### src/rtl/jtag_tap_ir_if.sv
// Pin-side and parallel USER port bundle for jtag_tap_ir.
// master: the JTAG host / system side; slave: the TAP itself.
interface jtag_tap_ir_if #(
    parameter int USER_WIDTH = 8
);
    logic                  tms;
    logic                  tdi;
    logic                  tdo;
    logic                  tdo_en;
    logic [USER_WIDTH-1:0] user_capture_data;
    logic [USER_WIDTH-1:0] user_update_data;
    logic                  user_update_strobe;

    modport master (
        output tms, tdi, user_capture_data,
        input  tdo, tdo_en, user_update_data, user_update_strobe
    );

    modport slave (
        input  tms, tdi, user_capture_data,
        output tdo, tdo_en, user_update_data, user_update_strobe
    );
endinterface

### src/rtl/jtag_tap_ir.sv
// IEEE 1149.1 TAP controller with IR, BYPASS, USER and optional IDCODE data registers.
// Define TAP_IDCODE_EN to build the 32-bit IDCODE register; otherwise IDCODE_OP selects BYPASS.
module jtag_tap_ir #(
    parameter int          IR_WIDTH     = 4,
    parameter int          USER_WIDTH   = 8,
    parameter logic [31:0] IDCODE_VALUE = 32'h0BA0_0477,
    parameter int          IDCODE_OP    = 1,
    parameter int          USER_OP      = 2
) (
    input  logic                tclk,
    input  logic                trst,
    output logic [3:0]          state,
    output logic [IR_WIDTH-1:0] ir_out,
    jtag_tap_ir_if.slave        jtag
);

    typedef enum logic [3:0] {
        TLR    = 4'h0, RTI    = 4'h1,
        SEL_DR = 4'h2, CAP_DR = 4'h3, SH_DR  = 4'h4, EX1_DR = 4'h5,
        PA_DR  = 4'h6, EX2_DR = 4'h7, UPD_DR = 4'h8,
        SEL_IR = 4'h9, CAP_IR = 4'hA, SH_IR  = 4'hB, EX1_IR = 4'hC,
        PA_IR  = 4'hD, EX2_IR = 4'hE, UPD_IR = 4'hF
    } tap_state_t;

    localparam logic [IR_WIDTH-1:0] BYPASS_CODE = {IR_WIDTH{1'b1}};
    localparam logic [IR_WIDTH-1:0] USER_CODE   = IR_WIDTH'(USER_OP);
    localparam logic [IR_WIDTH-1:0] IR_CAPTURE  = IR_WIDTH'(1);
`ifdef TAP_IDCODE_EN
    localparam logic [IR_WIDTH-1:0] IDCODE_CODE = IR_WIDTH'(IDCODE_OP);
    localparam logic [IR_WIDTH-1:0] RESET_IR    = IDCODE_CODE;
`else
    localparam logic [IR_WIDTH-1:0] RESET_IR    = BYPASS_CODE;
`endif

    generate
        if (IR_WIDTH < 2 || USER_WIDTH < 1 || IDCODE_VALUE[0] != 1'b1 || IDCODE_OP == USER_OP) begin : g_bad_params
            $error("jtag_tap_ir: illegal parameter combination");
        end
    endgenerate

    tap_state_t            cur_state, next_state;
    logic [IR_WIDTH-1:0]   ir_sr;
    logic                  bypass_sr;
    logic [USER_WIDTH-1:0] user_sr;
    logic                  sel_user;
    logic                  dr_lsb;
    logic                  tdo_q, tdo_en_q;
    logic [USER_WIDTH-1:0] update_q;
    logic                  strobe_q;

    // The all-ones opcode is always BYPASS, even if USER_OP collides with it.
    assign sel_user = (ir_out == USER_CODE) && (ir_out != BYPASS_CODE);

`ifdef TAP_IDCODE_EN
    logic [31:0] idcode_sr;
    logic        sel_idcode;
    assign sel_idcode = (ir_out == IDCODE_CODE) && (ir_out != BYPASS_CODE) && !sel_user;

    always_ff @(posedge tclk or negedge trst) begin
        if (!trst)
            idcode_sr <= '0;
        else if (sel_idcode && cur_state == CAP_DR)
            idcode_sr <= IDCODE_VALUE;
        else if (sel_idcode && cur_state == SH_DR)
            idcode_sr <= {jtag.tdi, idcode_sr[31:1]};
    end
`endif

    always_ff @(posedge tclk or negedge trst) begin
        if (!trst)
            cur_state <= TLR;
        else
            cur_state <= next_state;
    end

    always_comb begin
        next_state = cur_state;
        unique case (cur_state)
            TLR:    next_state = jtag.tms ? TLR    : RTI;
            RTI:    next_state = jtag.tms ? SEL_DR : RTI;
            SEL_DR: next_state = jtag.tms ? SEL_IR : CAP_DR;
            CAP_DR: next_state = jtag.tms ? EX1_DR : SH_DR;
            SH_DR:  next_state = jtag.tms ? EX1_DR : SH_DR;
            EX1_DR: next_state = jtag.tms ? UPD_DR : PA_DR;
            PA_DR:  next_state = jtag.tms ? EX2_DR : PA_DR;
            EX2_DR: next_state = jtag.tms ? UPD_DR : SH_DR;
            UPD_DR: next_state = jtag.tms ? SEL_DR : RTI;
            SEL_IR: next_state = jtag.tms ? TLR    : CAP_IR;
            CAP_IR: next_state = jtag.tms ? EX1_IR : SH_IR;
            SH_IR:  next_state = jtag.tms ? EX1_IR : SH_IR;
            EX1_IR: next_state = jtag.tms ? UPD_IR : PA_IR;
            PA_IR:  next_state = jtag.tms ? EX2_IR : PA_IR;
            EX2_IR: next_state = jtag.tms ? UPD_IR : SH_IR;
            UPD_IR: next_state = jtag.tms ? SEL_DR : RTI;
            default: next_state = TLR;
        endcase
    end

    assign state = cur_state;

    always_ff @(posedge tclk or negedge trst) begin
        if (!trst)
            ir_sr <= '0;
        else if (cur_state == CAP_IR)
            ir_sr <= IR_CAPTURE;
        else if (cur_state == SH_IR)
            ir_sr <= {jtag.tdi, ir_sr[IR_WIDTH-1:1]};
    end

    // Reloading on the edge that enters Test-Logic-Reset means the default
    // instruction is already active when five TMS=1 clocks land in TLR.
    always_ff @(posedge tclk or negedge trst) begin
        if (!trst)
            ir_out <= RESET_IR;
        else if (cur_state == TLR || next_state == TLR)
            ir_out <= RESET_IR;
        else if (cur_state == UPD_IR)
            ir_out <= ir_sr;
    end

    always_ff @(posedge tclk or negedge trst) begin
        if (!trst) begin
            bypass_sr <= 1'b0;
            user_sr   <= '0;
        end else if (cur_state == CAP_DR) begin
            bypass_sr <= 1'b0;
            if (sel_user)
                user_sr <= jtag.user_capture_data;
        end else if (cur_state == SH_DR) begin
            bypass_sr <= jtag.tdi;
            if (sel_user)
                user_sr <= USER_WIDTH'({jtag.tdi, user_sr} >> 1);
        end
    end

    always_comb begin
        dr_lsb = bypass_sr;
        if (sel_user)
            dr_lsb = user_sr[0];
`ifdef TAP_IDCODE_EN
        if (sel_idcode)
            dr_lsb = idcode_sr[0];
`endif
    end

    // TDO launches on the falling edge so the host can sample it on the next rising edge.
    always_ff @(negedge tclk or negedge trst) begin
        if (!trst) begin
            tdo_q    <= 1'b0;
            tdo_en_q <= 1'b0;
        end else if (cur_state == SH_IR) begin
            tdo_q    <= ir_sr[0];
            tdo_en_q <= 1'b1;
        end else if (cur_state == SH_DR) begin
            tdo_q    <= dr_lsb;
            tdo_en_q <= 1'b1;
        end else begin
            tdo_q    <= 1'b0;
            tdo_en_q <= 1'b0;
        end
    end

    always_ff @(posedge tclk or negedge trst) begin
        if (!trst) begin
            update_q <= '0;
            strobe_q <= 1'b0;
        end else begin
            strobe_q <= 1'b0;
            if (cur_state == UPD_DR && sel_user) begin
                update_q <= user_sr;
                strobe_q <= 1'b1;
            end
        end
    end

    assign jtag.tdo                = tdo_q;
    assign jtag.tdo_en             = tdo_en_q;
    assign jtag.user_update_data   = update_q;
    assign jtag.user_update_strobe = strobe_q;

endmodule

### src/flat_wrapper.sv
// flat-port wrapper written by rule: the top's interface ports become plain ports
module jtag_tap_ir_flat 
#(
    parameter int          IR_WIDTH     = 4,
    parameter int          USER_WIDTH   = 8,
    parameter logic [31:0] IDCODE_VALUE = 32'h0BA0_0477,
    parameter int          IDCODE_OP    = 1,
    parameter int          USER_OP      = 2
)
  (tclk, trst, state, ir_out, jtag_tms, jtag_tdi, jtag_user_capture_data, jtag_tdo, jtag_tdo_en, jtag_user_update_data, jtag_user_update_strobe);
  jtag_tap_ir_if #(.USER_WIDTH(USER_WIDTH)) jtag_i ();
  input  logic tclk;
  input  logic trst;
  output logic [3:0] state;
  output logic [IR_WIDTH-1:0] ir_out;
  input wire logic [$bits(jtag_i.tms)-1:0] jtag_tms;
  input wire logic [$bits(jtag_i.tdi)-1:0] jtag_tdi;
  input wire logic [$bits(jtag_i.user_capture_data)-1:0] jtag_user_capture_data;
  output wire logic [$bits(jtag_i.tdo)-1:0] jtag_tdo;
  output wire logic [$bits(jtag_i.tdo_en)-1:0] jtag_tdo_en;
  output wire logic [$bits(jtag_i.user_update_data)-1:0] jtag_user_update_data;
  output wire logic [$bits(jtag_i.user_update_strobe)-1:0] jtag_user_update_strobe;
  assign jtag_i.tms = jtag_tms;
  assign jtag_i.tdi = jtag_tdi;
  assign jtag_i.user_capture_data = jtag_user_capture_data;
  assign jtag_tdo = jtag_i.tdo;
  assign jtag_tdo_en = jtag_i.tdo_en;
  assign jtag_user_update_data = jtag_i.user_update_data;
  assign jtag_user_update_strobe = jtag_i.user_update_strobe;
  jtag_tap_ir #(.IR_WIDTH(IR_WIDTH), .USER_WIDTH(USER_WIDTH), .IDCODE_VALUE(IDCODE_VALUE), .IDCODE_OP(IDCODE_OP), .USER_OP(USER_OP)) u_core (.tclk(tclk), .trst(trst), .state(state), .ir_out(ir_out), .jtag(jtag_i));
endmodule
### config.mk
export PLATFORM = sky130hd
export DESIGN_NAME = jtag_tap_ir_flat
export DESIGN_NICKNAME = d
export VERILOG_FILES = /design/src/rtl/jtag_tap_ir_if.sv /design/src/rtl/jtag_tap_ir.sv /design/src/flat_wrapper.sv
export SDC_FILE = /design/constraint.sdc
export NUM_CORES = 1
export LEC_CHECK = 0
export ABC_AREA = 0
export CAP_MARGIN = 0
export CORE_MARGIN = 4
export CORE_UTILIZATION = 35
export DETAILED_ROUTE_END_ITERATION = 6
export PLACE_DENSITY = 0.67
export SLEW_MARGIN = 5
export SYNTH_ARGS = -nofsm -noshare
export SYNTH_HDL_FRONTEND = slang
export SYNTH_SLANG_ARGS = --single-unit
export TNS_END_PERCENT = 100
### constraint.sdc
create_clock -name tclk -period 2.6 [get_ports tclk]
set_input_delay 0.26 -clock tclk [delete_from_list [all_inputs] [get_ports tclk]]
set_output_delay 0.26 -clock tclk [all_outputs]
set_load 0.03 [all_outputs]
==> reports/qor.txt <==
Vias in the first global route - 1161
Total track usage - 12.4%
Seq/Total Area, Yosys - 49.6%
Clock buffer depth - 2
Placement Setup Slack - 0.0833 ns
Status - finished, final reports clean
Cts-stage hold buffer count - 0
Die Y - 76.1 um
DRT iter0 DRCs - 57
Final Hold Fails - 0
Critical Path Sink - u_core.jtag.tdo$_DFF_NN0_
Top post-synthesis cells by area - dfrtp_1, mux2_2, mux2_4
PostCTS Resize Cnt - 0
Largest net degree at the start of global routing - 23
Final setup viols - 0
Post-CTS Setup Inserts - 0
Mapped Cells - 138
Share of post-route cells with drive strength above 1 - 28.3%
Area of the core - 4410 um^2
Ys flop type - dfrtp_1
Filler instances - 398
RSZ-0062 raised after global routing - no
Residual DRC - 0
Max Slew Vio Count - 0
Library cells used by synthesis - 37
Final wirelength - 3440 um
Sum Neg Setup Slack - 0 ns
Yosys top cell area share - 40.1%
Pwr dens - 976 nW/um^2
Commonest cells in the netlist - dfrtp_1, mux2_2, nand2_1, mux2_4, o21ai_0
H-tree lvl count - 2
Gr ovfl total - 0
Slew HR - 66.8%
Synth Cell Area - 1620 um^2
Initial antenna violation count - 0
Die width - 76.1 um
Clock-pin slew on the worst setup and hold paths - 0.06 ns
Setup Skew - 0.0143 ns
Placed Instances - 217
Non-Filler Instances - 225
Clk_lat worst skew - 0.28 ns
CTS Buf Count - 5
Worst R2R End - u_core.jtag.tdo$_DFF_NN0_
Root Driver - clkbuf_8
Cell taking the most area after synthesis - dfrtp_1
Crit Path Max Fanout - 3
DRT Pass-1 Iters - 4
PnR worst setup slack - 0.0878 ns
Crit path kind - flop to flop
HP Class - input pin to asynchronous set/reset pin
FF-to-FF setup slack - 0.09 ns
First-pass GRT wire length - 5890 um
Max VDD drop - 0.455 mV
CP required - 1.43 ns
Initial Utilization - 36.8%
Total I/O pin count - 31
Dpl hpwl - 2550 um
CTS sink cnt - 32
EDFF count, synth - 0
Vias - 1162
Yosys reg bits - 32
Worst-Margin Slew - 0.493 ns
Worst Setup Start Kind - flop
Power Total - 2.04 mW
CTS tree - done
Worst setup path start - u_core.ir_out[1]$_DFFE_PN1P_
Synth warnings - 0
GP Congestion - 0.774
Critical Path End Type - flop
P&R area growth vs syn - 28.4%
IO Port Bufs - 30
Final nets - 184
Row Count - 24
Hold slack - 0.433 ns
Syn avg cell area - 11.8 um^2
Ant diodes - 0
DR vias/cell - 5.16
Critical register-to-register path startpoint - u_core.ir_out[1]$_DFFE_PN1P_
LEAKAGE - 0.980 nW
Die area - 5790 um^2
R2R cell count - 3
Syn_nets - 150
MaxCap Viol Count - 0
CP Data Arrival Time - 1.34 ns
Final ANT Viol Nets - 0
Most common cell in the netlist - dfrtp_1
Async SR Flop Fraction - 100%
Wire length per cell - 15.3 um
==> final cells by class <==
cell class              instances  area, um^2  share of cell area [%]
clock buffers                   6        72.6                    3.48
inverters                       6        22.5                    1.08
well taps                      52        65.1                    3.12
clock inverters                 2        35.0                    1.68
repair buffers                 37         348                    16.7
flip-flops and latches         32         808                    38.8
multi-input cells              90         734                    35.2
==> flip-flops by register name (all words and copies together) (netlist names), 4 cells and up <==
signal,flops
u_core.ir_out,4
u_core.state,4
u_core.jtag.user_update_data,8
u_core.ir_sr,4
u_core.user_sr,8
==> placed cells by master (no fill, tap or decap), types with 3 or more instances in the layout <==
cell type	n
dfrtp_1	24
clkdlybuf4s50_1	28
clkbuf_8	5
buf_4	9
mux2_2	16
o21ai_0	8
mux2i_1	4
inv_1	6
mux2_4	8
nor2_1	5
dfstp_2	4
a21oi_1	4
nor3b_1	3
nand2_1	13
==> how the worst min path moves through the flow <==
stage / startpoint / to / slack, ns / cells past startpoint
2_1_floorplan: trst / u_core.bypass_sr$_DFFE_PN0P_ / -0.04 / 0
3_3_place_gp: u_core.ir_sr[0]$_DFFE_PN0N_ / u_core.ir_sr[0]$_DFFE_PN0N_ / 0.47 / 2
3_5_place_dp: u_core.ir_sr[0]$_DFFE_PN0N_ / u_core.ir_sr[0]$_DFFE_PN0N_ / 0.48 / 2
4_1_cts: trst / u_core.ir_sr[3]$_DFFE_PN0N_ / 0.44 / 2
5_1_grt: trst / u_core.bypass_sr$_DFFE_PN0P_ / 0.46 / 2
6_report: trst / u_core.bypass_sr$_DFFE_PN0P_ / 0.43 / 2
==> logic make-up (layout without fill, tap and decap cells) <==
| logic type | Yosys count | in the layout | synth area share [%] |
|---|---|---|---|
| DFF | 32 | 32 | 49.6 |
| AOI/OAI and AO/OA | 25 | 25 | 10.2 |
| muxes | 28 | 28 | 21.0 |
| and+or+nand+nor | 37 | 37 | 14.1 |
| buffers and inverters | 16 | 51 | 5.16 |
==> report_power, final <==
part           internal (mW)  total [mW]  switching (mW)
clock network          0.284       0.460           0.176
registers              0.625       0.712          0.0874
logic                  0.362       0.863           0.501
total                   1.27        2.04           0.765
==> worst max-delay path, stage by stage (launching register included) <==
cell and delay [ns]:
dfstp_2 0.54, nor4b_4 0.23, mux2i_1 0.21, o22ai_1 0.08
==> per-stage QoR <==
stage | utilization, % | instance area (um^2)
final | 47.3 | 2090
after global placement | 44.8 | 1980
after CTS | 47.3 | 2090
after detailed placement | 44.8 | 1980
after floorplan | - | 1630
after global routing | 47.3 | 2090
==> per-layer routing <==
metal	vias up	GRT usage [%]	wire length (um)
li1	565	-	-
met1	557	15.8	1520
met2	36	20.1	1700
met3	4	4.14	199
met4	0	3.15	27
met5	-	0	0
Power figures use the tool's default switching activity.
